--- config.mk ---
export PLATFORM = sky130hd
export DESIGN_NAME = alu_arbiter
export DESIGN_NICKNAME = d
export VERILOG_FILES = /design/src/rtl/alu_arbiter.sv
export SDC_FILE = /design/constraint.sdc
export NUM_CORES = 1
export LEC_CHECK = 0
export CORE_MARGIN = 10
export CORE_UTILIZATION = 39
export CTS_CLUSTER_DIAMETER = 30
export DETAILED_ROUTE_END_ITERATION = 10
export MAX_ROUTING_LAYER = met4
export PLACE_DENSITY = 0.78
export SYNTH_ARGS = -nofsm -noshare
export SYNTH_HDL_FRONTEND = slang
export SYNTH_SLANG_ARGS = --single-unit
--- constraint.sdc ---
create_clock -name clk -period 1.7 [get_ports clk]
set_clock_uncertainty 0.05 [all_clocks]
set_input_delay 0.255 -clock clk [delete_from_list [all_inputs] [get_ports clk]]
set_output_delay 0.255 -clock clk [all_outputs]
set_load 0.005 [all_outputs]
--- src/rtl/alu_arbiter.sv ---
//------------------------------------------------------------------------------
// Module   : alu_arbiter
// Purpose  : Two-requester arbiter/sequencer in front of a shared combinational
//            ALU. Serves one request at a time (IDLE -> EXEC -> DONE), latches
//            the winner's opcode/operands onto the ALU, registers the result
//            and returns it with a one-hot, one-cycle done pulse.
// Options  : ALU_ARB_ROUND_ROBIN_EN defined   -> round-robin tie-break
//            ALU_ARB_ROUND_ROBIN_EN undefined -> fixed priority, client 0 wins
// Revision : 1.0 - initial release
//------------------------------------------------------------------------------
`default_nettype none

module alu_arbiter #(
  parameter int N_PARAMETER = 4
) (
  input  logic                   clk,
  input  logic                   rst,
  input  logic [1:0]             req,
  input  logic [1:0]             opcode0,
  input  logic [1:0]             opcode1,
  input  logic [N_PARAMETER-1:0] A0,
  input  logic [N_PARAMETER-1:0] B0,
  input  logic [N_PARAMETER-1:0] A1,
  input  logic [N_PARAMETER-1:0] B1,
  output logic [1:0]             alu_opcode,
  output logic [N_PARAMETER-1:0] alu_A,
  output logic [N_PARAMETER-1:0] alu_B,
  input  logic [N_PARAMETER-1:0] alu_result,
  output logic [N_PARAMETER-1:0] result,
  output logic [1:0]             done,
  output logic                   gnt,
  output logic                   busy
);

  typedef enum logic [1:0] {
    S_IDLE = 2'd0,
    S_EXEC = 2'd1,
    S_DONE = 2'd2
  } state_t;

  state_t state;
  logic   winner;

`ifdef ALU_ARB_ROUND_ROBIN_EN
  // Client served most recently; reset to 1 so client 0 wins the first tie.
  logic   last;

  // Round-robin pick: a lone requester wins, a tie goes to the client not served last.
  always_comb begin
    winner = 1'b0;
    if (req == 2'b10)
      winner = 1'b1;
    else if (req == 2'b11)
      winner = ~last;
  end
`else
  // Fixed-priority pick: client 0 whenever it requests, otherwise client 1.
  always_comb begin
    winner = ~req[0];
  end
`endif

  // Transaction sequencer: grant and latch in IDLE, capture in EXEC, retire in DONE.
  always_ff @(posedge clk or posedge rst) begin
    if (rst) begin
      state      <= S_IDLE;
      result     <= '0;
      done       <= 2'b00;
      gnt        <= 1'b0;
      busy       <= 1'b0;
      alu_opcode <= 2'b00;
      alu_A      <= '0;
      alu_B      <= '0;
`ifdef ALU_ARB_ROUND_ROBIN_EN
      last       <= 1'b1;
`endif
    end else begin
      done <= 2'b00;
      case (state)
        S_IDLE: begin
          if (req != 2'b00) begin
            gnt        <= winner;
            alu_opcode <= winner ? opcode1 : opcode0;
            alu_A      <= winner ? A1 : A0;
            alu_B      <= winner ? B1 : B0;
            busy       <= 1'b1;
            state      <= S_EXEC;
          end
        end
        S_EXEC: begin
          // done is registered here so the pulse is visible during DONE.
          result <= alu_result;
          done   <= gnt ? 2'b10 : 2'b01;
          state  <= S_DONE;
        end
        S_DONE: begin
`ifdef ALU_ARB_ROUND_ROBIN_EN
          last  <= gnt;
`endif
          busy  <= 1'b0;
          state <= S_IDLE;
        end
        default: begin
          busy  <= 1'b0;
          state <= S_IDLE;
        end
      endcase
    end
  end

endmodule

`default_nettype wire

==> run metrics <==
status=completed; cell family with most CP delay=buffers and inverters; Synth cell types=12; Syn-to-layout area delta=62.1%; drt drc=0; Pins Over Slew Limit=0; Synth Area per Inst=16.1 um2; worst relative slew slack=0.833; VDD IR-drop max=1360 uV; Final Setup Violations=0; RSZ-0062 raised after global routing=no; WS Path Type=reg2out; Worst-Margin Slew=approximately 0.25 ns; DPL Wire Length=approximately 1800 um; crit-path max FO=4; worst r2r src=state[1]$_DFFE_PP0P_; Req. time, crit path=roughly 1.4 ns; chip width=between 60 and 70 um; register area share after synthesis=0.545; #FFs+latches synth=20; Worst-path clk slew=0.11 ns; initial antenna violation count=0; clock tree sinks=20; IO Port Bufs=between 40 and 50; Hold-fix buffers, CTS=0; Synth area leaders=dfrtp_1 (54%), mux2_4 (29%), mux2_2 (7.4%), buf_6 (2.5%), inv_1 (1.2%); slowest stage delay, CP=around 0.52 ns; routed len/inst=about 16 um; Routed Antenna Nets=0; CTS Buf Count=3; Worst Hold Class=in2async; Peak Freq=approximately 0.66 GHz; row cnt=17; Final period util=0.897; Worst R2R Setup Slack=between 0.3 and 0.4 ns; Total Die Area=4700 um2; die height=68.5 um; library cell with the largest summed area after synthesis=dfrtp_1; Root Buffer=clkbuf_4; endpoint class of the critical path=output pin; vias per inst=4.61; stages on the worst setup path=1; Max-Cap Viols=0; CP cell instances=clkdlybuf4s50_1; IO Count=46; R2R depth=4; H-tree depth=1; Final Wtd Congestion=roughly 0.66; synthesized instance count=57; CTS tree=done; final WL=2190 um; Place WS=-0.0459 ns; post-cts sizing count=0; Netlist Area Pre-Place=918 um2; CP arrival=between 1 and 1.5 ns; CP Launch Type=flip-flop; fin crit period=1.52 ns; worst flop-to-flop path endpoint=alu_A[1]$_DFFE_PP0P_; drt first pass iters=3; DR iter-0 viols=4; Crit path buffers/inverters=1; Setup Fix Bufs, Post-CTS=0; Initial Utilization=0.411; layout cells sized above 1=0.315; Final Hold Fails=0; worst skew pair latency=a little under 0.3 ns; vias in the first global route=approximately 700; Power Dens Cells=between 1500 and 2000 nW/um2; Clock Path Buffers=2; Layout Nets=~140; largest net degree at the start of global routing=21; Tot GR Track Use=0.101; Mapped Nets=85; Leakage=between 0.6 and 0.7 nW; Finished Layout Cells=136; Worst Setup SP=gnt$_DFFE_PP0P_; Synth top area share=0.545; via count=roughly 630; Critical Path End=gnt; first-pass GRT wire length=3440 um; Antenna Cells=0; grt ovf=0; core region area=2230 um2; placed cells=approximately 130; Worst path slowest cell=clkdlybuf4s50_1; PnR worst setup slack=~0.18 ns; Synthesis Warnings=0
flip-flops by register name, indices dropped and copies added (netlist names):
register / cells
alu_A: 4
alu_B: 4
alu_opcode: 2
busy: 1
result: 4
gnt: 1
done: 2
state: 2
area by class of cell:
type | instances | area, um2
clock buffer | 3 | 22.5
clock inverter | 1 | 30.0
fill | 172 | 744
inverter | 3 | 11.3
multi-input combinational | 32 | 384
sequential | 20 | 500
tap | 28 | 35.0
timing repair buffer | 49 | 505
power breakdown:
group          internal [W]  switching (W)  leakage, nW
clock              0.000238       0.000137       0.0279
combinational      0.000818       0.000346        0.411
sequential         0.000713       0.000137        0.238
total               0.00177       0.000620        0.677
stage by stage:
step                      hold slack (ns)   TNS (ns)  utilization  total power [W]  cell area [um2]
after floorplan                     0.169          0            -          0.00139              918
after global placement              0.430  -0.000243        0.643          0.00202             1440
after detailed placement            0.430     -0.284        0.643          0.00204             1440
after CTS                           0.247          0        0.667          0.00243             1490
after global routing                0.265          0        0.667          0.00254             1490
final                               0.259          0        0.667          0.00239             1490
worst min path at each step:
stage                     from               endpoint  slack [ns]  cells past startpoint
3_3_place_gp   gnt$_DFFE_PP0P_      done[0]$_DFF_PP0_        0.43                      1
4_1_cts                    rst   alu_A[3]$_DFFE_PP0P_        0.25                      3
6_report                   rst   alu_A[3]$_DFFE_PP0P_        0.26                      3
2_1_floorplan              rst   alu_A[0]$_DFFE_PP0P_        0.17                      1
5_1_grt                    rst  result[1]$_DFFE_PP0N_        0.26                      3
3_5_place_dp   gnt$_DFFE_PP0P_      done[0]$_DFF_PP0_        0.43                      1
Yosys cell counts:
| master | instances |
|---|---|
| mux2_2 | 6 |
| mux2_4 | 18 |
| o21a_2 | 1 |
| nand2_1 | 1 |
| dfrtp_1 | 20 |
| and3_1 | 1 |
| a21o_1 | 1 |
| nor2_2 | 1 |
| a21oi_1 | 2 |
| inv_1 | 3 |
| nor2_1 | 1 |
| buf_6 | 2 |
per-layer routing:
layer,GRT usage,part of all wire,vias to the layer above
met3,0.0467,0.097,0
met4,0.0151,0,0
met1,0.115,0.43,294
met5,-,0,-
met2,0.164,0.47,34
li1,-,-,299
logic make-up after synthesis:
| family | share of synthesized area |
|---|---|
| AO/OA/AOI/OAI | 0.0286 |
| buffers and inverters | 0.0368 |
| flip-flops | 0.545 |
| multiplexers | 0.368 |
| AND/OR/NAND/NOR | 0.0218 |
placed cells by master, fill, tap and decap left out:
cell	count
dfrtp_1	20
o21a_2	1
nand2_1	1
clkbuf_4	3
nor2_1	1
inv_1	3
mux2_4	18
nor2_2	1
mux2_2	6
a21o_1	1
clkdlybuf4s50_1	45
buf_12	2
and3_1	1
buf_4	2
a21oi_1	2
bufinv_16	1
No activity file was read; power rests on OpenSTA's default activity.
